<file path="src/rtl/alu_exec_unit.sv">
// Multi-cycle integer execute unit: addu/subu/and in one step, sll iterated one bit per cycle.
// Operands enter through a valid/ready handshake; the result is held until out_ready.
module alu_exec_unit #(
   parameter int unsigned DATA_W  = 32,
   parameter int unsigned SHAMT_W = 5
) (
   input  logic               clk,
   input  logic               rst_n,
   input  logic               in_valid,
   output logic               in_ready,
   input  logic [5:0]         funct,
   input  logic [DATA_W-1:0]  src1,
   input  logic [DATA_W-1:0]  src2,
   input  logic [SHAMT_W-1:0] shamt,
   output logic               out_valid,
   input  logic               out_ready,
   output logic [DATA_W-1:0]  result,
   output logic               zero,
   output logic               illegal,
   output logic               busy
);

   localparam logic [5:0] FnAddu = 6'b001001;
   localparam logic [5:0] FnSubu = 6'b001010;
   localparam logic [5:0] FnAnd  = 6'b010001;
   localparam logic [5:0] FnSll  = 6'b100001;

   typedef enum logic [1:0] {StIdle, StShift, StDone} state_e;

   state_e             state_q, state_d;
   logic [DATA_W-1:0]  acc_q, acc_d;
   logic [SHAMT_W-1:0] cnt_q, cnt_d;
   logic [DATA_W-1:0]  result_q, result_d;
   logic               zero_q, zero_d;
   logic               illegal_q, illegal_d;

   // load/load_val funnel every path into DONE so zero is always derived from the stored result
   logic               load;
   logic [DATA_W-1:0]  load_val;

   always_comb begin
      state_d   = state_q;
      acc_d     = acc_q;
      cnt_d     = cnt_q;
      result_d  = result_q;
      zero_d    = zero_q;
      illegal_d = illegal_q;
      load      = 1'b0;
      load_val  = '0;

      unique case (state_q)
         StIdle: begin
            if (in_valid) begin
               illegal_d = 1'b0;
               case (funct)
                  FnAddu: begin
                     load     = 1'b1;
                     load_val = src1 + src2;
                  end
                  FnSubu: begin
                     load     = 1'b1;
                     load_val = src1 - src2;
                  end
                  FnAnd: begin
                     load     = 1'b1;
                     load_val = src1 & src2;
                  end
                  FnSll: begin
                     if (shamt == '0) begin
                        load     = 1'b1;
                        load_val = src2;
                     end else begin
                        acc_d   = src2;
                        cnt_d   = shamt;
                        state_d = StShift;
                     end
                  end
                  default: begin
                     load      = 1'b1;
                     load_val  = '0;
                     illegal_d = 1'b1;
                  end
               endcase
            end
         end
         StShift: begin
            acc_d = acc_q << 1;
            cnt_d = cnt_q - SHAMT_W'(1);
            if (cnt_q == SHAMT_W'(1)) begin
               load     = 1'b1;
               load_val = acc_q << 1;
            end
         end
         StDone: begin
            if (out_ready) state_d = StIdle;
         end
         default: state_d = StIdle;
      endcase

      if (load) begin
         result_d = load_val;
         zero_d   = (load_val == '0);
         state_d  = StDone;
      end
   end

   always_ff @(posedge clk or negedge rst_n) begin
      if (!rst_n) begin
         state_q   <= StIdle;
         acc_q     <= '0;
         cnt_q     <= '0;
         result_q  <= '0;
         zero_q    <= 1'b0;
         illegal_q <= 1'b0;
      end else begin
         state_q   <= state_d;
         acc_q     <= acc_d;
         cnt_q     <= cnt_d;
         result_q  <= result_d;
         zero_q    <= zero_d;
         illegal_q <= illegal_d;
      end
   end

   assign in_ready  = (state_q == StIdle);
   assign busy      = (state_q != StIdle);
   assign out_valid = (state_q == StDone);
   assign result    = result_q;
   assign zero      = zero_q;
   assign illegal   = illegal_q;

endmodule

</file>
<file path="config.mk">
export PLATFORM = sky130hd
export DESIGN_NAME = alu_exec_unit
export DESIGN_NICKNAME = d
export VERILOG_FILES = /design/src/rtl/alu_exec_unit.sv
export SDC_FILE = /design/constraint.sdc
export NUM_CORES = 1
export LEC_CHECK = 0
export CORE_MARGIN = 1.5
export CORE_UTILIZATION = 50
export CTS_BUF_LIST = sky130_fd_sc_hd__clkbuf_4 sky130_fd_sc_hd__clkbuf_8 sky130_fd_sc_hd__clkbuf_16
export CTS_CLUSTER_DIAMETER = 30
export DETAILED_ROUTE_END_ITERATION = 16
export GPL_TIMING_DRIVEN = 0
export HOLD_SLACK_MARGIN = 0.05
export PLACE_DENSITY = 0.79
export SLEW_MARGIN = 20
export SYNTH_ARGS = -nofsm -noshare
export SYNTH_HDL_FRONTEND = slang
export SYNTH_SLANG_ARGS = --single-unit
</file>
<file path="constraint.sdc">
create_clock -name clk -period 2.6 [get_ports clk]
set_clock_uncertainty 0.2 [all_clocks]
set_input_delay 0.52 -clock clk [delete_from_list [all_inputs] [get_ports clk]]
set_output_delay 0.52 -clock clk [all_outputs]
set_load 0.02 [all_outputs]
</file>
==> results of run 1 <==
-- power by group --
group	leakage [nW]	internal [mW]	total, mW	switching, mW
logic	3.35	0.949	2.13	1.18
clock network	0.173	0.975	1.48	0.505
registers	0.871	1.45	1.74	0.294
total	4.39	3.37	5.35	1.98
-- worst min-delay path: cells and delay by family, from the launching register on --
family / cells / cell delay (ps)
simple gates: 2 / 100
flops: 1 / 340
-- cell type report --
| cell class | count | area share |
|---|---|---|
| buffer | 44 | 0.0324 |
| sequential | 72 | 0.177 |
| tap | 176 | 0.0216 |
| clock inverter | 5 | 0.0102 |
| inverter | 23 | 0.00847 |
| multi-input combinational | 699 | 0.552 |
| timing repair buffer | 185 | 0.175 |
| clock buffer | 11 | 0.0242 |
-- synth_stat cells (5+ instances only) --
library cell / count / share of area
nor4_1: 10 / 0.0093
dfrtp_1: 72 / 0.27
and3_1: 6 / 0.0056
and2_1: 6 / 0.0056
mux2i_1: 30 / 0.044
xor2_1: 19 / 0.025
clkbuf_1: 29 / 0.016
nand2b_1: 9 / 0.0083
a31oi_1: 12 / 0.011
a32o_1: 10 / 0.015
or2_2: 6 / 0.0056
or3_1: 9 / 0.0083
nor3_1: 14 / 0.010
o21ai_0: 52 / 0.039
a32oi_1: 10 / 0.013
nand3_1: 23 / 0.017
o211ai_1: 12 / 0.013
a21o_1: 41 / 0.046
xnor2_1: 31 / 0.040
a221oi_1: 6 / 0.0078
o21a_1: 7 / 0.0078
o31ai_1: 8 / 0.0089
nand2_1: 65 / 0.036
nand4_1: 7 / 0.0065
a21oi_1: 91 / 0.067
buf_1: 6 / 0.0033
inv_1: 23 / 0.013
buf_2: 9 / 0.0067
o2111ai_1: 5 / 0.0065
nor2b_1: 12 / 0.011
nor2_1: 88 / 0.049
ha_1: 35 / 0.065
-- final timing paths --
kind,slack [ps],from,endpoint
worst max register to register,-630,state_q[1]$_DFFE_PN0P_,zero$_DFFE_PN0P_
worst min register to register,270,result[22]$_DFFE_PN0P_,result[22]$_DFFE_PN0P_
worst min-delay path,270,result[22]$_DFFE_PN0P_,result[22]$_DFFE_PN0P_
worst max-delay path,-2100,funct[2],zero$_DFFE_PN0P_
min in group asynchronous,450,rst_n,result[31]$_DFFE_PN0P_
max in group asynchronous,1180,rst_n,acc_q[2]$_DFFE_PN0P_
-- registers in the layout, indices dropped and copies added (netlist names) --
register  count
acc_q        31
result       32
illegal       1
state_q       2
cnt_q         5
zero          1
-- routing by layer --
layer | track usage | vias up | wire length [µm]
li1 | - | 3527 | -
met3 | 0.0603 | 185 | 3360
met4 | 0.170 | 0 | 1910
met5 | 0 | - | 0
met1 | 0.504 | 3853 | 10700
met2 | 0.548 | 749 | 12600
-- cell families after synthesis --
group	synth area share
compound gates	0.298
flops	0.267
simple gates	0.209
xor+xnor	0.0648
buf+inv	0.0463
fa+ha+maj	0.0678
mux	0.0478
-- through the flow --
step	util	TNS [ps]	setup slack [ps]	instance area (µm²)
finish	0.773	-41390	-2100	10200
global route	0.773	-43850	-2110	10200
CTS	0.723	-40240	-2010	9530
detailed placement	0.630	-95130	-3050	8310
global placement	0.628	-220640	-3060	8290
floorplan	-	-34900	-1720	6910
-- what timing repair did --
action | in CTS | in global routing
hold endpoints to repair | 26 | 0
hold buffers | 1 | 0
endpoints found under the setup margin | 71 | 69
buffers inserted | 49 | 22
resized for setup | 159 | 121
pin swaps | 63 | 76
==> metrics.yaml, run 1 <==
synth_cell_types: 85
cts-root-buf: "clkbuf_16"
cp_slowest_stage_delay_ps: 530
crit_arrival_ps: 4780
maxSlewViolCount: 0
final_hold_viol_count: 0
initialDrtViolationCount: 1377
synth_area_per_cell_um2: 8.01
r2r.worst_path.cells: 11
dieArea_um2: 14200
p_per_area_nw_per_um2: 524
ys_ff_latch: 72
critPathBufInv: 3
drc: 0
row_count: 42
cts_tree: "done"
crit_path_top_delay_cell: "or4b_4"
violations: "setup timing"
path_cells: "buf_6 > or4b_4 > buf_8 > nor2_4 > clkbuf_8 > nor2_1 > xnor2_1 > ha_1 > and2b_2 > o211ai_1 > a311oi_4 > o211a_1 > nor4_2 > nand3_2 > nor4_2 > nand4_1 > nor4_2 > a41o_1"
grt_pass1_vias: 7320
leakagePower_nw: 4.39
drtAntennaViolNets: 0
async_flop_share: 1.00
gp_congestion: 1.04
wl_um: 28500
tightest_slew_ps: 918
htreeDepth: 3
outcome: "finished with violations"
ys.flop_type: "dfrtp_1"
regArea_um2: 1800
critical_path_required_ps: 2680
grt_pass1_wl_um: 40200
seq_area_frac_synth: 0.267
coreArea_um2: 13200
synthesis.area_um2: 6760
overflow: 0
cp-end-kind: "register"
cp_max_fo: 10
first_pass_iters: 6
synthesis.nets: 959
layout.cells.non_filler: 1215
relSlewSlack: 0.384
timing.final.ws_setup_ps: -2100
clk_pin_slew_ps: 60
setup_viol: 32
syn2layout_area_growth_pct: 50.9
grt_max_degree: 47
die_h_um: 119
holdPathStages: 2
ios: 116
multiInputGateArea_um2: 5620
antenna_found_initial: 0
clock.fmax_mhz: 213
crit_family: "simple AND/OR/NAND/NOR gates"
yosysWarnings: 0
start_util: 0.512
cp.depth: 18
insertion_delay_ps: 350
layout.cells.most_common_list: "clkdlybuf4s50_1 (97), nor2_1 (74), dfrtp_1 (72)"
min_path_type: "reg2reg"
critPathKind: "in2reg"
syn_inst: 844
period_share: 1.81
diodes: 0
fin_total_pwr_mw: 5.35
path_common_cell: "nor4_2"
nFillCells: 849
final_nets: 1149
wire_per_inst_um: 23.5
dpl.hpwl_um: 18500
ir_drop_uv: 437
die_x_um: 119
synth_edf_count: 0
dp_cells: 1136
clk_path_buf_depth: 2
cap_violations: 0
whs_ps: 273
cts.sinks: 72
cts_buffers: 9
vias: 8314
via_per_inst: 6.84
fin_crit_ps: 4700
drive_above_1_share: 0.294
io_buffers: 115
setup.worst_path.start_class: "input pin"
final_common_cell: "clkdlybuf4s50_1"
grt_usage: 0.362
rsz0062_at_grt: "yes"
No activity file was read; power rests on OpenSTA's default activity.
==> run 2: changes to the inputs <==
--- a/config.mk
+++ b/config.mk
@@ -13,6 +13,7 @@
 export GPL_TIMING_DRIVEN = 0
 export HOLD_SLACK_MARGIN = 0.05
 export PLACE_DENSITY = 0.79
+export REMOVE_ABC_BUFFERS = 1
 export SLEW_MARGIN = 20
 export SYNTH_ARGS = -nofsm -noshare
 export SYNTH_HDL_FRONTEND = slang
==> metrics.yaml, run 2 (same netlist as run 1, synthesis figures left out) <==
row_count: 42
cts.sinks: 72
setup_viol: 32
start_util: 0.512
first_pass_iters: 6
grt_usage: 0.357
grt.met3_usage: 0.0694
final_common_cell: "clkdlybuf4s50_1"
fin_total_pwr_mw: 5.66
p_per_area_nw_per_um2: 527
grt_max_degree: 39
final_nets: 1154
drc: 0
drive_above_1_share: 0.350
rsz0062_at_grt: "yes"
tightest_slew_ps: 950
via_per_inst: 7.28
min_path_type: "reg2reg"
cap_violations: 0
timing.final.ws_setup_ps: -2370
antenna_found_initial: 0
cts_tree: "done"
cts-root-buf: "clkbuf_16"
insertion_delay_ps: 360
dpl.hpwl_um: 15700
io_buffers: 115
whs_ps: 274
syn2layout_area_growth_pct: 59.1
crit_arrival_ps: 5070
nFillCells: 694
coreArea_um2: 13200
wl_um: 32400
fin_crit_ps: 4970
wire_per_inst_um: 26.6
use_met1: 0.441
drtAntennaViolNets: 0
grt_pass1_wl_um: 40200
crit_family: "simple AND/OR/NAND/NOR gates"
violations: "setup timing"
clock.fmax_mhz: 201
ir_drop_uv: 361
placed_area_um2: 8080
grt-busiest-layer: "met2"
ios: 116
path_common_cell: "nor2_1"
cp_max_fo: 4
cp_slowest_stage_delay_ps: 470
critical_path_required_ps: 2700
final_hold_viol_count: 0
setup.worst_path.start_class: "input pin"
met2_usage: 0.594
stdcell_area_um2: 10800
die_h_um: 119
die_x_um: 119
critPathKind: "in2reg"
grt_pass1_vias: 7648
period_share: 1.91
maxSlewViolCount: 0
overflow: 0
largest_reg_flops: 32
critPathBufInv: 2
outcome: "finished with violations"
htreeDepth: 3
diodes: 0
gp_congestion: 0.935
cts_buffers: 9
initialDrtViolationCount: 1318
leakagePower_nw: 4.53
vias: 8881
fin_util: 0.815
path_cells: "buf_8 > or3_4 > or4_4 > nor2_1 > nor2_1 > xnor2_1 > ha_1 > a21oi_1 > o21a_1 > o22a_2 > buf_4 > a211o_1 > nand2_1 > nor3_2 > nand4_1 > nor4_2 > a41o_1"
crit_path_top_delay_cell: "or4_4"
cp-end-kind: "register"
dieArea_um2: 14200
relSlewSlack: 0.362
clk_pin_slew_ps: 60
clk_path_buf_depth: 2
layout.cells.most_common_list: "clkdlybuf4s50_1 (94), buf_4 (83), dfrtp_1 (71)"
==> run 2: cell count changes in the layout (fill, tap and decap cells not counted), moves of 7 or more <==
cell      previous run  this run
buf_4               63        83
clkbuf_4             8         1
ha_4                 4        14
a21oi_1             68        57
buf_2                8         1
ha_1                25        14
buf_6               18        29
==> run 2: final timing paths <==
path,to,slack (ps),depth (start not counted),startpoint
max in group asynchronous,state_q[1]$_DFFE_PN0P_,1140,3,rst_n
min in group asynchronous,acc_q[9]$_DFFE_PN0P_,460,2,rst_n
max,zero$_DFFE_PN0P_,-2370,17,src2[7]
max reg2reg,zero$_DFFE_PN0P_,-1080,10,state_q[1]$_DFFE_PN0P_
min reg2reg,result[11]$_DFFE_PN0P_,270,1,result[11]$_DFFE_PN0P_
min,result[11]$_DFFE_PN0P_,270,1,result[11]$_DFFE_PN0P_
==> run 2: power breakdown <==
group	switching, mW	internal [mW]	total [mW]
Clock	0.529	0.974	1.50
Combinational	1.34	1.06	2.40
Sequential	0.312	1.45	1.76
Total	2.18	3.48	5.66
==> run 2: through the flow <==
step,TNS [ps],setup slack [ps],std cells
finish,-41920,-2370,1220
global route,-45450,-2420,1220
CTS,-35920,-1910,1184
detailed placement,-99480,-3450,1093
global placement,-356470,-4750,1085
floorplan,-109860,-2680,794
==> run 2: per-layer routing <==
| layer | wire length (µm) | up-vias | part of all wire |
|---|---|---|---|
| li1 | - | 3526 | - |
| met1 | 11200 | 4116 | 0.35 |
| met2 | 14400 | 924 | 0.45 |
| met3 | 3870 | 315 | 0.12 |
| met4 | 2920 | 0 | 0.090 |
| met5 | 0 | - | 0 |
==> run 2: repair_timing <==
item                                    4_1_cts  5_1_grt
buffers inserted                             81       39
cloned                                        1        1
hold buffers                                  1        0
gates resized for setup                     236      138
endpoints found under the setup margin       71       52
endpoints found under the hold margin        37        0
pin swaps                                    98      110
==> run 2: area by class of cell <==
cell class | instances | area [µm²] | share of cell area
timing repair buffer | 232 | 2250 | 0.209
tap | 176 | 220 | 0.0205
multi-input combinational | 701 | 6040 | 0.562
sequential | 72 | 1800 | 0.168
inverter | 23 | 86.3 | 0.00803
clock inverter | 5 | 104 | 0.00966
clock buffer | 11 | 246 | 0.0229
